[src/rtl/regfile_alu_sequencer_if.sv]
// Bus between the ALU sequencer and its environment: instruction stream, register-file ports, retire stream.
// The master modport is the sequencer; slave is the producer/register-file side.
interface regfile_alu_sequencer_if #(
  parameter int unsigned DATA_W = 32,
  parameter int unsigned ADDR_W = 8
);
  logic              in_valid;
  logic              in_ready;
  logic [2:0]        in_op;
  logic [ADDR_W-1:0] in_rd;
  logic [ADDR_W-1:0] in_rs1;
  logic [ADDR_W-1:0] in_rs2;
  logic [DATA_W-1:0] in_imm;
  logic [ADDR_W-1:0] rf_addr_a;
  logic [ADDR_W-1:0] rf_addr_b;
  logic [DATA_W-1:0] rf_data_a;
  logic [DATA_W-1:0] rf_data_b;
  logic [ADDR_W-1:0] rf_addr_wr;
  logic [DATA_W-1:0] rf_data_in;
  logic              rf_we;
  logic              res_valid;
  logic [ADDR_W-1:0] res_rd;
  logic [DATA_W-1:0] res_data;
  logic              busy;

  modport master (
    input  in_valid, in_op, in_rd, in_rs1, in_rs2, in_imm, rf_data_a, rf_data_b,
    output in_ready, rf_addr_a, rf_addr_b, rf_addr_wr, rf_data_in, rf_we,
           res_valid, res_rd, res_data, busy
  );

  modport slave (
    output in_valid, in_op, in_rd, in_rs1, in_rs2, in_imm, rf_data_a, rf_data_b,
    input  in_ready, rf_addr_a, rf_addr_b, rf_addr_wr, rf_data_in, rf_we,
           res_valid, res_rd, res_data, busy
  );
endinterface

[src/rtl/regfile_alu_sequencer.sv]
// Three-stage (issue/execute/writeback) ALU sequencer driving a 2R1W register file.
// Define RFSEQ_FORWARD_EN for operand forwarding; otherwise hazards stall in_ready.
module regfile_alu_sequencer #(
  parameter int unsigned DATA_W = 32,
  parameter int unsigned ADDR_W = 8
) (
  input logic                    clk,
  input logic                    rst,
  regfile_alu_sequencer_if.master bus
);

  typedef enum logic [2:0] {
    OP_ADD  = 3'd0,
    OP_SUB  = 3'd1,
    OP_AND  = 3'd2,
    OP_OR   = 3'd3,
    OP_XOR  = 3'd4,
    OP_LI   = 3'd5,
    OP_ADDI = 3'd6,
    OP_SLTU = 3'd7
  } op_e;

  op_e               in_op;
  logic              use_a, use_b, accept;
  logic              ex_hit_a, ex_hit_b, wb_hit_a, wb_hit_b;

  logic              ex_valid_q;
  op_e               ex_op_q;
  logic [ADDR_W-1:0] ex_rd_q;
  logic [DATA_W-1:0] ex_imm_q;

  logic              wb_valid_q, wb_valid_d;
  logic              rf_we_q, rf_we_d;
  logic [ADDR_W-1:0] wb_rd_q;
  logic [DATA_W-1:0] wb_data_q;

  logic [DATA_W-1:0] opa, opb, result;

  assign bus.rf_addr_a = bus.in_rs1;
  assign bus.rf_addr_b = bus.in_rs2;

  // Only sources the opcode actually reads, and never r0, can create a hazard.
  always_comb begin
    in_op    = op_e'(bus.in_op);
    use_a    = (in_op != OP_LI);
    use_b    = (in_op != OP_LI) && (in_op != OP_ADDI);
    ex_hit_a = use_a && (bus.in_rs1 != '0) && ex_valid_q && (bus.in_rs1 == ex_rd_q);
    ex_hit_b = use_b && (bus.in_rs2 != '0) && ex_valid_q && (bus.in_rs2 == ex_rd_q);
    wb_hit_a = use_a && (bus.in_rs1 != '0) && wb_valid_q && (bus.in_rs1 == wb_rd_q);
    wb_hit_b = use_b && (bus.in_rs2 != '0) && wb_valid_q && (bus.in_rs2 == wb_rd_q);
  end

  assign accept = bus.in_valid && bus.in_ready;

`ifdef RFSEQ_FORWARD_EN
  typedef enum logic [1:0] {FWD_RF, FWD_WB, FWD_LAST} fwd_e;

  fwd_e              fwd_a_d, fwd_b_d, ex_fwd_a_q, ex_fwd_b_q;
  logic [DATA_W-1:0] last_q;

  assign bus.in_ready = 1'b1;

  // EX producer is newer than WB producer, so it takes priority.
  always_comb begin
    fwd_a_d = ex_hit_a ? FWD_WB : (wb_hit_a ? FWD_LAST : FWD_RF);
    fwd_b_d = ex_hit_b ? FWD_WB : (wb_hit_b ? FWD_LAST : FWD_RF);
  end

  always_comb begin
    case (ex_fwd_a_q)
      FWD_WB:   opa = wb_data_q;
      FWD_LAST: opa = last_q;
      default:  opa = bus.rf_data_a;
    endcase
    case (ex_fwd_b_q)
      FWD_WB:   opb = wb_data_q;
      FWD_LAST: opb = last_q;
      default:  opb = bus.rf_data_b;
    endcase
  end

  // last_q holds what WB was writing on the previous edge, i.e. the value the file read missed.
  always_ff @(posedge clk or posedge rst) begin
    if (rst) begin
      ex_fwd_a_q <= FWD_RF;
      ex_fwd_b_q <= FWD_RF;
      last_q     <= '0;
    end else begin
      if (accept) begin
        ex_fwd_a_q <= fwd_a_d;
        ex_fwd_b_q <= fwd_b_d;
      end
      last_q <= wb_data_q;
    end
  end
`else
  assign bus.in_ready = !(ex_hit_a || ex_hit_b || wb_hit_a || wb_hit_b);
  assign opa          = bus.rf_data_a;
  assign opb          = bus.rf_data_b;
`endif

  always_comb begin
    result = '0;
    case (ex_op_q)
      OP_ADD:  result = opa + opb;
      OP_SUB:  result = opa - opb;
      OP_AND:  result = opa & opb;
      OP_OR:   result = opa | opb;
      OP_XOR:  result = opa ^ opb;
      OP_LI:   result = ex_imm_q;
      OP_ADDI: result = opa + ex_imm_q;
      OP_SLTU: result[0] = (opa < opb);
    endcase
  end

  always_comb begin
    wb_valid_d = ex_valid_q;
    rf_we_d    = ex_valid_q && (ex_rd_q != '0);
  end

  always_ff @(posedge clk or posedge rst) begin
    if (rst) begin
      ex_valid_q <= 1'b0;
      ex_op_q    <= OP_ADD;
      ex_rd_q    <= '0;
      ex_imm_q   <= '0;
      wb_valid_q <= 1'b0;
      rf_we_q    <= 1'b0;
      wb_rd_q    <= '0;
      wb_data_q  <= '0;
    end else begin
      ex_valid_q <= accept;
      if (accept) begin
        ex_op_q  <= in_op;
        ex_rd_q  <= bus.in_rd;
        ex_imm_q <= bus.in_imm;
      end
      wb_valid_q <= wb_valid_d;
      rf_we_q    <= rf_we_d;
      if (ex_valid_q) begin
        wb_rd_q   <= ex_rd_q;
        wb_data_q <= result;
      end
    end
  end

  assign bus.rf_addr_wr = wb_rd_q;
  assign bus.rf_data_in = wb_data_q;
  assign bus.rf_we      = rf_we_q;
  assign bus.res_valid  = wb_valid_q;
  assign bus.res_rd     = wb_rd_q;
  assign bus.res_data   = wb_data_q;
  assign bus.busy       = ex_valid_q || wb_valid_q;

endmodule

[src/flat_wrapper.sv]
// flat-port wrapper written by rule: the top's interface ports become plain ports
module regfile_alu_sequencer_flat 
#(
  parameter int unsigned DATA_W = 32,
  parameter int unsigned ADDR_W = 8
)
  (clk, rst, bus_in_valid, bus_in_op, bus_in_rd, bus_in_rs1, bus_in_rs2, bus_in_imm, bus_rf_data_a, bus_rf_data_b, bus_in_ready, bus_rf_addr_a, bus_rf_addr_b, bus_rf_addr_wr, bus_rf_data_in, bus_rf_we, bus_res_valid, bus_res_rd, bus_res_data, bus_busy);
  regfile_alu_sequencer_if #(.DATA_W(DATA_W), .ADDR_W(ADDR_W)) bus_i ();
  input logic clk;
  input logic rst;
  input wire logic [$bits(bus_i.in_valid)-1:0] bus_in_valid;
  input wire logic [$bits(bus_i.in_op)-1:0] bus_in_op;
  input wire logic [$bits(bus_i.in_rd)-1:0] bus_in_rd;
  input wire logic [$bits(bus_i.in_rs1)-1:0] bus_in_rs1;
  input wire logic [$bits(bus_i.in_rs2)-1:0] bus_in_rs2;
  input wire logic [$bits(bus_i.in_imm)-1:0] bus_in_imm;
  input wire logic [$bits(bus_i.rf_data_a)-1:0] bus_rf_data_a;
  input wire logic [$bits(bus_i.rf_data_b)-1:0] bus_rf_data_b;
  output wire logic [$bits(bus_i.in_ready)-1:0] bus_in_ready;
  output wire logic [$bits(bus_i.rf_addr_a)-1:0] bus_rf_addr_a;
  output wire logic [$bits(bus_i.rf_addr_b)-1:0] bus_rf_addr_b;
  output wire logic [$bits(bus_i.rf_addr_wr)-1:0] bus_rf_addr_wr;
  output wire logic [$bits(bus_i.rf_data_in)-1:0] bus_rf_data_in;
  output wire logic [$bits(bus_i.rf_we)-1:0] bus_rf_we;
  output wire logic [$bits(bus_i.res_valid)-1:0] bus_res_valid;
  output wire logic [$bits(bus_i.res_rd)-1:0] bus_res_rd;
  output wire logic [$bits(bus_i.res_data)-1:0] bus_res_data;
  output wire logic [$bits(bus_i.busy)-1:0] bus_busy;
  assign bus_i.in_valid = bus_in_valid;
  assign bus_i.in_op = bus_in_op;
  assign bus_i.in_rd = bus_in_rd;
  assign bus_i.in_rs1 = bus_in_rs1;
  assign bus_i.in_rs2 = bus_in_rs2;
  assign bus_i.in_imm = bus_in_imm;
  assign bus_i.rf_data_a = bus_rf_data_a;
  assign bus_i.rf_data_b = bus_rf_data_b;
  assign bus_in_ready = bus_i.in_ready;
  assign bus_rf_addr_a = bus_i.rf_addr_a;
  assign bus_rf_addr_b = bus_i.rf_addr_b;
  assign bus_rf_addr_wr = bus_i.rf_addr_wr;
  assign bus_rf_data_in = bus_i.rf_data_in;
  assign bus_rf_we = bus_i.rf_we;
  assign bus_res_valid = bus_i.res_valid;
  assign bus_res_rd = bus_i.res_rd;
  assign bus_res_data = bus_i.res_data;
  assign bus_busy = bus_i.busy;
  regfile_alu_sequencer #(.DATA_W(DATA_W), .ADDR_W(ADDR_W)) u_core (.clk(clk), .rst(rst), .bus(bus_i));
endmodule
[config.mk]
export PLATFORM = sky130hd
export DESIGN_NAME = regfile_alu_sequencer_flat
export DESIGN_NICKNAME = d
export VERILOG_FILES = /design/src/rtl/regfile_alu_sequencer_if.sv /design/src/rtl/regfile_alu_sequencer.sv /design/src/flat_wrapper.sv
export SDC_FILE = /design/constraint.sdc
export NUM_CORES = 1
export LEC_CHECK = 0
export CAP_MARGIN = 5
export CORE_MARGIN = 2
export CORE_UTILIZATION = 50
export CTS_CLUSTER_DIAMETER = 150
export DETAILED_ROUTE_END_ITERATION = 7
export PLACE_DENSITY = 0.87
export RECOVER_POWER = 100
export SYNTH_ARGS = -nofsm -noshare
export SYNTH_HDL_FRONTEND = slang
export SYNTH_SLANG_ARGS = --single-unit
[constraint.sdc]
create_clock -name clk -period 2.95 [get_ports clk]
set_clock_uncertainty 0.05 [all_clocks]
set_input_delay 0.4425 -clock clk [delete_from_list [all_inputs] [get_ports clk]]
set_output_delay 0.4425 -clock clk [all_outputs]
set_load 0.02 [all_outputs]
==> results.yml, run 1 <==
timing:
  rsz0062_at_grt: "true"
  final_hold_viol_count: 0
  fmax_mhz: 335
  min_period_ns: 2.98
  max_slew_margin_pct: -11.4
  layout_setup_ws_ns: -0.0341
  finalCritPeriodShare_pct: 101
  worstMarginPinSlew_ns: 1.66
  maxSlewViolCount: 38
  setup_viol: 6
  totalNegativeSetupSlack_ns: -0.136
setup_path:
  cp.required_ns: 3.13
  reg2reg_depth: 14
  crit_type: "register to register"
  end_kind: "register"
  endpoint: "u_core.bus.res_data[21]"
  worstSetupStartpoint: "u_core.ex_imm_q[0]"
  r2r_slack_ns: -0.03
  cp-start-kind: "register"
  crit_arrival_ns: 3.17
  r2r-end: "u_core.bus.res_data[21]"
  reg2reg_from: "u_core.ex_imm_q[0]"
  path_max_fanout: 3
layout:
  drive_above_1_share_pct: 29.9
  n_antenna_cell: 0
  final_cell_area_mm2: 0.0169
  fin_nets: 2197
  fin_util_pct: 77.9
  fillers: 1387
  area_growth_pct: 54.2
synthesis:
  synth_cell_type_count: 74
  netlist_area_mm2: 0.0110
  synthArstFlopShare_pct: 100
  synthTopCellsByArea: "dfrtp_1 20%, ha_1 15%, nand2_1 6.2%"
  yosysMostFrequentCell: "nand2_1"
  yosysSeqAreaShare_pct: 19.7
  yosys-top-cells-count: "182 x nand2_1, 135 x ha_1, 133 x a21oi_1"
  yosysTopAreaCellShare_pct: 19.7
  synthCells: 1460
  ys_ff_latch: 86
  yosysTopAreaCell: "dfrtp_1"
  yosys_warnings: 0
  synth_fp_nets: 1724
  syn_area_per_cell_um2: 7.50
  synth_edf_count: 0
  synth_ff_type: "dfrtp_1"
routing:
  vias: 13900
  ant_nets: 0
  dr_wl_met3_mm: 4.27
  wl_per_cell_um: 21.5
  dr_wl_met2_mm: 22.8
  post_drt_via_cell_ratio: 6.26
  dr.pass1.iters: 8
  drt-met1-wl_mm: 17.4
  drt-total-wl_mm: 47.7
  drt-initial-drc-count: 1607
  dr.max_layer_used: "met4"
  drcViolationCount: 0
cts:
  cts_sinks: 86
  path_clk_slew_ns: 0.08
  cts_made_buffers: 9
  clk_latency_ns: 0.37
  cts_tree: "done"
  clock_path_buffers: 2
  h-tree-depth: 3
  root_buffer: "clkbuf_16"
power_and_ir_drop:
  p_sw_share_pct: 42.2
  worst_ir_drop_vdd_mv: 0.340
  p_leak_nw: 7.92
  p_int_mw: 4.12
  finalPower_mw: 7.13
  p_sw_mw: 3.01
  p_comb_share_pct: 57.6
  clkPwrFrac_pct: 20.3
  seqPwrFrac_pct: 22.1
  powerDensity_mw_per_mm2: 422
placement:
  place.gp.congestion: 1.03
  postPlaceCellArea_mm2: 0.0154
  dp.final_hpwl_mm: 33.6
  place_ws_ns: -0.887
  io_buffers: 225
global_route:
  grt_antenna_before_repair: 0
  grt_max_degree: 39
  grt_first_pass_wirelength_mm: 70.8
  grt_pass1_vias: 13600
  grtUsageTotal_pct: 37.6
  overflow: 0
run_status:
  outcome: "complete, but fails checks"
  violations: "max-capacitance violations, max-slew violations, negative setup slack"
floorplan:
  dieArea_mm2: 0.0231
  coreArea_mm2: 0.0217
  die_x_um: 152
  start_util_pct: 50.5
  num_rows: 54
  die_h_um: 152
  ios: 226
worst_hold_path:
  hold_class: "register to register"
flow_run:
  cap_violations: 1
sequential cells by signal, indices dropped and copies added, names as in the netlist:
name	flops
u_core.bus.res_rd	8
u_core.ex_rd_q	8
u_core.ex_imm_q	32
u_core.ex_op_q	3
u_core.bus.rf_we	1
u_core.ex_valid_q	1
u_core.bus.res_data	32
u_core.bus.res_valid	1
how the worst min path moves through the flow:
stage,start,to,cells after the start
6_report,u_core.ex_imm_q[19],u_core.ex_imm_q[19],2
5_1_grt,u_core.ex_imm_q[12],u_core.ex_imm_q[12],2
4_1_cts,rst,u_core.bus.res_data[2],2
3_5_place_dp,u_core.ex_imm_q[19],u_core.ex_imm_q[19],2
3_3_place_gp,u_core.ex_imm_q[19],u_core.ex_imm_q[19],2
2_1_floorplan,u_core.ex_valid_q,u_core.bus.res_valid,0
layout make-up:
class / count / area [um2] / area share (%)
Sequential cell: 86 / 2150 / 12.8
Timing Repair Buffer: 592 / 4970 / 29.4
Multi-Input combinational cell: 1141 / 8670 / 51.3
Inverter: 103 / 388 / 2.30
Clock inverter: 6 / 116 / 0.689
Clock buffer: 10 / 239 / 1.41
Tap cell: 280 / 350 / 2.07
placed cells by master (no fill, tap or decap), types with 19 or more instances in the layout:
| cell type | netlist | routed |
|---|---|---|
| o21ai_0 | 53 | 48 |
| xnor2_1 | 53 | 52 |
| dfrtp_1 | 86 | 84 |
| nor3_1 | 23 | 19 |
| nand2_1 | 182 | 181 |
| buf_4 | 56 | 352 |
| a21oi_1 | 133 | 111 |
| inv_1 | 95 | 67 |
| nand2b_1 | 22 | 21 |
| inv_2 | 8 | 35 |
| o21ai_1 | 29 | 25 |
| ha_1 | 135 | 99 |
| ha_4 | 0 | 31 |
| xor2_1 | 31 | 31 |
| a21o_1 | 36 | 36 |
| clkdlybuf4s50_1 | 0 | 88 |
| dlygate4sd3_1 | 0 | 101 |
| nor2_1 | 120 | 115 |
| dlygate4sd2_1 | 0 | 22 |
| a221oi_1 | 31 | 25 |
per-layer routing:
layer	up-vias	GRT usage, %
met5	-	0
met4	0	22.6
met3	333	6.47
met2	1010	64.9
met1	6498	43.6
li1	6051	-
cells by family after synthesis:
kind of cell	synth area share, %
simple gates	18.0
flops	19.7
mux	2.22
fa+ha+maj	16.0
buf+inv	10.0
xor+xnor	6.72
compound gates	27.4
power groups by stage:
stage	Combinational, mW	Clock, mW	Sequential [mW]
6_report	4.11	1.44	1.58
3_3_place_gp	3.61	0	1.59
4_1_cts	3.88	1.44	1.58
5_1_grt	4.32	1.49	1.60
2_1_floorplan	1.97	0	1.66
3_5_place_dp	3.70	0	1.60
worst max-delay path, stage by stage (launching register included):
cell,delay (ns)
dfrtp_1,0.43
ha_4,0.19
buf_6,0.11
a211oi_2,0.21
nor2_1,0.09
o31ai_1,0.26
buf_4,0.22
o21ai_4,0.08
a31o_4,0.29
buf_4,0.15
a21o_1,0.19
a21oi_2,0.15
xnor2_1,0.10
a221oi_2,0.23
a21oi_1,0.11
what timing repair did:
item | 4_1_cts | 5_1_grt
pin swaps | 66 | 49
endpoints found under the setup margin | 25 | 22
setup buffers | 26 | 13
gates resized for setup | 157 | 97
hold buffers | 0 | 0
stage by stage:
stage                     instances  hold WS [ns]
after floorplan                1460         0.358
after global placement         2164         0.445
after detailed placement       2164         0.449
after CTS                      2206         0.451
after global routing           2218         0.489
final                          2218         0.469
No activity file was read; power rests on OpenSTA's default activity.
==> inputs of run 2 (changes only) <==
Settings changed: SKIP_LAST_GASP set to 1.
==> run 2 against run 1 <==
Against the previous run:
- the run still ends with max-capacitance violations, max-slew violations, negative setup slack left
- clock-buffer cell count is the same
- largest cell class unchanged
- first-iteration DRC count shrank 7.4%
- maximum frequency grew 0.18%
- wire length shrank 0.42%
- register-to-register slack is essentially flat
==> results.yml, run 2 (same netlist as run 1, synthesis figures left out) <==
routing:
  drt-total-wl_mm: 47.5
  drt-initial-drc-count: 1488
  wl_per_cell_um: 21.4
  dr.pass1.iters: 7
  ant_nets: 0
  drcViolationCount: 0
  vias: 13800
  post_drt_via_cell_ratio: 6.23
cts:
  clk_latency_ns: 0.36
  cts_made_buffers: 9
  cts_tree: "done"
  root_buffer: "clkbuf_16"
  cts_sinks: 86
  h-tree-depth: 3
  path_clk_slew_ns: 0.08
  clock_path_buffers: 2
  ctsHoldBuffers: 0
timing:
  setup_viol: 8
  hold_ws_ns: 0.470
  final_hold_viol_count: 0
  rsz0062_at_grt: "true"
  fmax_mhz: 336
  maxSlewViolCount: 38
  min_period_ns: 2.98
  finalCritPeriodShare_pct: 101
  max_slew_margin_pct: -11.1
  layout_setup_ws_ns: -0.0287
  totalNegativeSetupSlack_ns: -0.0969
  worstMarginPinSlew_ns: 1.66
floorplan:
  die_h_um: 152
  num_rows: 54
  coreArea_mm2: 0.0217
  start_util_pct: 50.5
  dieArea_mm2: 0.0231
  die_x_um: 152
  ios: 226
setup_path:
  cpPeakStageDelay_ns: 0.49
  critPathBufInv: 7
  reg2reg_from: "u_core.ex_imm_q[0]"
  end_kind: "register"
  worstSetupStartpoint: "bus_rf_data_b[15]"
  cp.required_ns: 3.15
  path_delay_family: "buffers and inverters"
  cpMaxStageDelayCell: "clkdlybuf4s50_1"
  path_max_fanout: 3
  worstPathCellList: "clkdlybuf4s50_1 -> inv_1 -> buf_4 -> ha_1 -> buf_4 -> a21oi_4 -> buf_4 -> nand2_1 -> nor3_2 -> a21oi_2 -> buf_4 -> a21boi_1 -> buf_4 -> o221ai_1 -> a221oi_1 -> nor2_1"
  cp-start-kind: "primary input"
  crit_arrival_ns: 3.18
  crit_type: "primary input to register"
  path_common_cell: "buf_4"
global_route:
  overflow: 0
  grt_max_degree: 39
  grt_antenna_before_repair: 0
  grtUsageTotal_pct: 37.6
  grt_pass1_vias: 13600
  grt_first_pass_wirelength_mm: 70.8
placement:
  postPlaceCellArea_mm2: 0.0154
  place_ws_ns: -0.887
  io_buffers: 225
  dp.final_hpwl_mm: 33.6
  place.gp.congestion: 1.03
  placedCellCount: 2164
worst_hold_path:
  hp-start: "u_core.ex_imm_q[19]"
  hold_class: "register to register"
layout:
  finalNonFillerCells: 2218
  multi_input_area_mm2: 0.00863
  fillers: 1396
  drive_above_1_share_pct: 29.6
  final_cell_mix: "352 x buf_4, 181 x nand2_1, 116 x nor2_1, 113 x a21oi_1, 101 x dlygate4sd3_1"
  fin_util_pct: 77.7
  regArea_mm2: 0.00215
  area_growth_pct: 53.9
  n_antenna_cell: 0
  layout_commonest_cell: "buf_4"
  fin_nets: 2197
  final_cell_area_mm2: 0.0169
power_and_ir_drop:
  worst_ir_drop_vdd_mv: 0.339
  powerDensity_mw_per_mm2: 422
  finalPower_mw: 7.12
  p_leak_nw: 7.92
run_status:
  violations: "max-capacitance violations, max-slew violations, negative setup slack"
  outcome: "complete, but fails checks"
flow_run:
  cap_violations: 1
## run 2: path summary, 6_finish.rpt
kind | end | slack, ns | depth (start not counted)
worst max-delay path | u_core.bus.res_data[27] | -0.03 | 16
worst min-delay path | u_core.ex_imm_q[19] | 0.47 | 2
worst max register to register | u_core.bus.res_data[13] | -0.03 | 14
worst min register to register | u_core.ex_imm_q[19] | 0.47 | 2
max in group asynchronous | u_core.ex_imm_q[22] | 0.38 | 3
min in group asynchronous | u_core.ex_imm_q[2] | 0.87 | 2
## run 2: tightest hold or removal path: cells and delay by family (launching register included)
kind / cells / cell delay [ns]
flops: 1 / 0.37
simple gates: 2 / 0.12
## run 2: where the power goes
group	internal (mW)	switching, mW	total [mW]
sequential	1.35	0.224	1.58
clock	0.861	0.586	1.45
combinational	1.90	2.19	4.09
## run 2: layer usage
metal	routed length [um]	vias up	GRT usage [%]
met5	0	-	0
met2	22500	971	64.9
met1	17500	6457	43.6
li1	-	6058	-
met4	3310	0	22.6
met3	4230	339	6.47
## run 2: cell type report
type / instances / share of cell area, %
multi-input cells: 1141 / 51.2
repair buffers: 592 / 29.5
flip-flops and latches: 86 / 12.8
inverters: 103 / 2.30
well taps: 280 / 2.08
clock buffers: 10 / 1.42
clock inverters: 6 / 0.691
## run 2: timing repair
item                                    in CTS  in global routing
endpoints found under the setup margin      25                 22
pin swaps                                   66                 48
buffers inserted                            26                 13
resized for setup                          157                 89
==> variant 1: new RTL, flow settings as in run 2 <==
Add a define of `RFSEQ_FORWARD_EN`.
--- a/src/rtl/regfile_alu_sequencer.sv
+++ b/src/rtl/regfile_alu_sequencer.sv
@@ -2,2 +2,4 @@
 // Define RFSEQ_FORWARD_EN for operand forwarding; otherwise hazards stall in_ready.
+`define RFSEQ_FORWARD_EN
+
 module regfile_alu_sequencer #(
Check against the original RTL: not equivalent (Yosys sat finds a counterexample within 4 cycles, from zero or initial values and one cycle with rst high).
==> variant 1 against run 2 <==
The flow still finishes with violations (capacitance limit, slew limit, setup timing); worst hold slack gained 8.5 ps; area after synthesis increased by 23%; sequential cell count up 36; non-clock buffer count increased by 198; worst setup slack lost 1300 ps; routed wire length up 54%; maximum frequency down 30%; critical path depth increased by 2; die area increased by 22%; synthesized cell count grew 16%; total power is 41% higher; cell count rose by 22%; sequential share of layout area increased by 1.2 points; final area up 30%; critical path type is now reg2reg; critical endpoint is now u_core.bus.res_data[10]; largest cell class unchanged; largest power group unchanged.
==> variant 1: results (changes against run 2) <==
| Metric | Value |
|---|---|
| Synth cell types | `77 (+4.1%)` |
| Failing checks | `capacitance limit, slew limit, setup timing` |
| Post-synth top cells | `nand2_1 (152), ha_1 (145), o21ai_0 (143)` |
| Nets | `2620 (+19%)` |
| Status | `finished, violations left` |
| Headroom to the max-slew limit | `-0.524 (-0.414)` |
| Layout cells sized above 1 | `0.365 (+0.0689)` |
| Met1 Usage GRT | `0.582 (+0.145)` |
| DR iter-0 viols | `2194 (+47%)` |
| Routed wl met2 | `30.6 mm (+36%)` |
| Peak VDD IR | `0.382 mV (+13%)` |
| Worst-skew pair later-pin latency | `450 ps (+90 ps)` |
| Final WS setup | `-1300 ps (-1270 ps)` |
| Num CTS Buffers | `17 (+8)` |
| Critical path arrival | `4500 ps (+1320 ps)` |
| Pin count of the biggest net entering global routing | `77 (+97%)` |
| H-tree Lvls | `4 (+1)` |
| M1 WL | `26.0 mm (+49%)` |
| Vias in the first global route | `17243 (+26%)` |
| PortBufs | `224 (-0.44%)` |
| Final Wtd Congestion | `1.03 (+0.23%)` |
| Post-CTS resize count | `122 (-22%)` |
| Avg WL per Cell | `27.2 um (+27%)` |
| Sequential share of the synthesized area | `0.227 (+0.0310)` |
| Final setup vio count | `32 (+24)` |
| Vias per Instance | `6.67 (+7.0%)` |
| MaxCap Viol Count | `1 (unchanged)` |
| Max Slew Vio Count | `41 (+7.9%)` |
| Overall Global Routing Usage | `0.456 (+0.0803)` |
| Post-CTS Setup Inserts | `31 (+19%)` |
| First-pass GRT wire length | `98.9 mm (+40%)` |
| Area contributors post-synth | `dfrtp_1 (23%), ha_1 (14%), o21ai_0 (5.3%)` |
| WL met3 | `10.7 mm (+150%)` |
| M3 GR Usage | `0.137 (+0.0721)` |
| P_int | `5730 uW (+39%)` |
==> variant 1: cell types whose count changed in the layout (fill, tap and decap cells not counted), sizes merged, moves of 17 or more <==
cell           change
clkbuf            +47
buf              +154
a22oi             +62
dfrtp             +36
nand3             +19
o21ai             +64
nand2             -30
dlygate4sd2       -22
a221oi            -17
mux2              +40
clkdlybuf4s50     +35
==> variant 1: layout make-up <==
type	count	area [um^2]
repair buffers	790	6750
fillers	1471	4270
flip-flops and latches	122	3060
diodes	1	2.50
inverters	111	423
well taps	335	419
clock buffers	18	429
multi-input cells	1304	10700
clock inverters	14	185
==> variant 1: through the flow <==
| step | cell area (um^2) | worst slack, ps | hold WS [ps] | instances |
|---|---|---|---|---|
| 2_1_floorplan | 14200 | -749 | 376 | 1699 |
| 3_3_place_gp | 19700 | -1100 | 434 | 2592 |
| 3_5_place_dp | 19700 | -1230 | 421 | 2592 |
| 4_1_cts | 21100 | -1040 | 379 | 2654 |
| 5_1_grt | 21900 | -1430 | 486 | 2694 |
| 6_report | 21900 | -1300 | 479 | 2695 |
==> variant 1: path summary, 6_finish.rpt <==
path,to,depth (start not counted),from
worst min register to register,u_core.last_q[8],0,u_core.bus.res_data[8]
worst max-delay path,u_core.bus.res_data[10],18,u_core.ex_fwd_b_q[0]
min in group asynchronous,u_core.bus.res_valid,2,rst
worst min-delay path,u_core.last_q[8],0,u_core.bus.res_data[8]
max in group asynchronous,u_core.bus.res_data[24],3,rst
worst max register to register,u_core.bus.res_data[10],18,u_core.ex_fwd_b_q[0]
==> variant 1: logic make-up after synthesis <==
kind of cell | count (synthesis) | synth area share
adders and majority gates | 148 | 0.140
DFF | 122 | 0.227
and+or+nand+nor | 426 | 0.147
xor gates and xnor gates | 80 | 0.0522
AOI/OAI and AO/OA | 572 | 0.277
buffers and inverters | 273 | 0.0939
muxes | 77 | 0.0621
other | 1 | 0.000279
==> variant 1: power groups by stage <==
| stage | Combinational (uW) | Sequential [uW] | Clock, uW |
|---|---|---|---|
| 5_1_grt | 5470 | 2350 | 2460 |
| 4_1_cts | 4880 | 2280 | 2360 |
| 3_5_place_dp | 4630 | 2300 | 0 |
| 6_report | 5280 | 2350 | 2420 |
| 2_1_floorplan | 2280 | 2370 | 0 |
| 3_3_place_gp | 4550 | 2280 | 0 |
==> variant 1: critical path: stages (launching register included) <==
cell and delay, ps:
dfrtp_2 460, ha_4 190, buf_12 160, a22oi_2 220
o21ai_4 110, buf_6 140, ha_4 170, fa_2 420
a211oi_4 420, buf_4 180, o21bai_1 60, a21oi_2 300
nor4_1 90, o31ai_1 230, a2bb2oi_1 120, o21ai_1 150
xnor2_1 170, a221oi_2 340, a21oi_1 110
==> variant 2: new RTL, config.mk and constraints of run 2 <==
Made on the original files. `DATA_W` is set to 32 in 3 places; all go to 64.
--- a/src/rtl/regfile_alu_sequencer_if.sv
+++ b/src/rtl/regfile_alu_sequencer_if.sv
@@ -3,3 +3,3 @@
 interface regfile_alu_sequencer_if #(
-  parameter int unsigned DATA_W = 32,
+  parameter int unsigned DATA_W = 64,
   parameter int unsigned ADDR_W = 8
--- a/src/rtl/regfile_alu_sequencer.sv
+++ b/src/rtl/regfile_alu_sequencer.sv
@@ -3,3 +3,3 @@
 module regfile_alu_sequencer #(
-  parameter int unsigned DATA_W = 32,
+  parameter int unsigned DATA_W = 64,
   parameter int unsigned ADDR_W = 8
--- a/src/flat_wrapper.sv
+++ b/src/flat_wrapper.sv
@@ -3,3 +3,3 @@
 #(
-  parameter int unsigned DATA_W = 32,
+  parameter int unsigned DATA_W = 64,
   parameter int unsigned ADDR_W = 8
Ports: changed (5 resized); port bits go from 226 to 386. The function was not compared with the original's and may differ.
==> variant 2 against run 2 <==
The run now fails in global routing; synthesized cell count is 120% higher; area after synthesis increased by 100%.
==> variant 2: results (changes against run 2) <==
| Metric | Value |
|---|---|
| Overall Global Routing Usage | `0.798` |
| PortBufs | `385 (+71%)` |
| Clk root buf | `clkbuf_16` |
| Area contributors post-synth | `dfrtp_1 (17%), ha_1 (15%), a21oi_1 (7.6%)` |
| Pin count of the biggest net entering global routing | `92` |
| First-pass GRT wire length | `between 200 and 300 mm` |
| Post-Synthesis Net Count | `3635 (+110%)` |
| Dpl cell area | `33400 um^2 (+120%)` |
| Failing step | `global routing` |
| Synth area leader | `dfrtp_1` |
| Place WS | `-1570 ps (-679 ps)` |
| Placed cell count | `4819 (+120%)` |
| Chip width | `215 um (+41%)` |
| Yosys warnings | `0 (unchanged)` |
| H-tree Lvls | `4 (+1)` |
| Stop Error | `[ERROR GRT-0116] Global routing finished with congestion. Check the congestion regions in the DRC Viewer.` |
| Num CTS Buffers | `17 (+8)` |
| Clock buffer depth | `2 (unchanged)` |
| DP Wirelength | `85.5 mm (+150%)` |
| Final Wtd Congestion | `1.13 (+9.8%)` |
| Sequential share of the synthesized area | `0.169 (-0.0280)` |
| Overflow after GRT | `358` |
| Vias in the first global route | `42820` |
| Synth Register Bits | `150 (+74%)` |
| Post-synth top cells | `nand2_1 (412), a21oi_1 (338), ha_1 (269)` |
| Status | `did not finish` |
| Synth cell types | `92 (+24%)` |
| Mean Syn Cell Area | `7.09 um^2 (-5.5%)` |
variant 2: cell types whose count changed after synthesis, sizes merged, moves of 60 or more:
cell / before / now
a21oi: 134 / 344
buf: 73 / 133
clkbuf: 57 / 133
dfrtp: 86 / 150
ha: 135 / 269
inv: 103 / 226
nand2: 182 / 412
nor2: 120 / 262
o21ai: 82 / 214
variant 2: what timing repair did:
item / in CTS
hold endpoints to repair: 0
buffers inserted: 96
pin swaps: 176
endpoints found under the setup margin: 58
gates resized for setup: 500
variant 2: cell families after synthesis:
kind of cell,after synthesis,share of synthesized area
compound gates,1070,0.312
xor+xnor,129,0.0507
fa+ha+maj,272,0.154
buf+inv,499,0.100
flops,150,0.169
mux,41,0.0192
simple gates,980,0.195
variant 2: metrics by stage:
step / hold WS [ps] / utilization
3_3_place_gp: 451 / 0.757
2_1_floorplan: 322 / -
3_5_place_dp: 454 / 0.757
4_1_cts: 195 / 0.825
variant 2: per-layer routing:
metal,GRT usage,overflow
met1,0.784,22
met2,0.925,183
met3,0.721,23
met4,0.766,129
met5,0.463,1
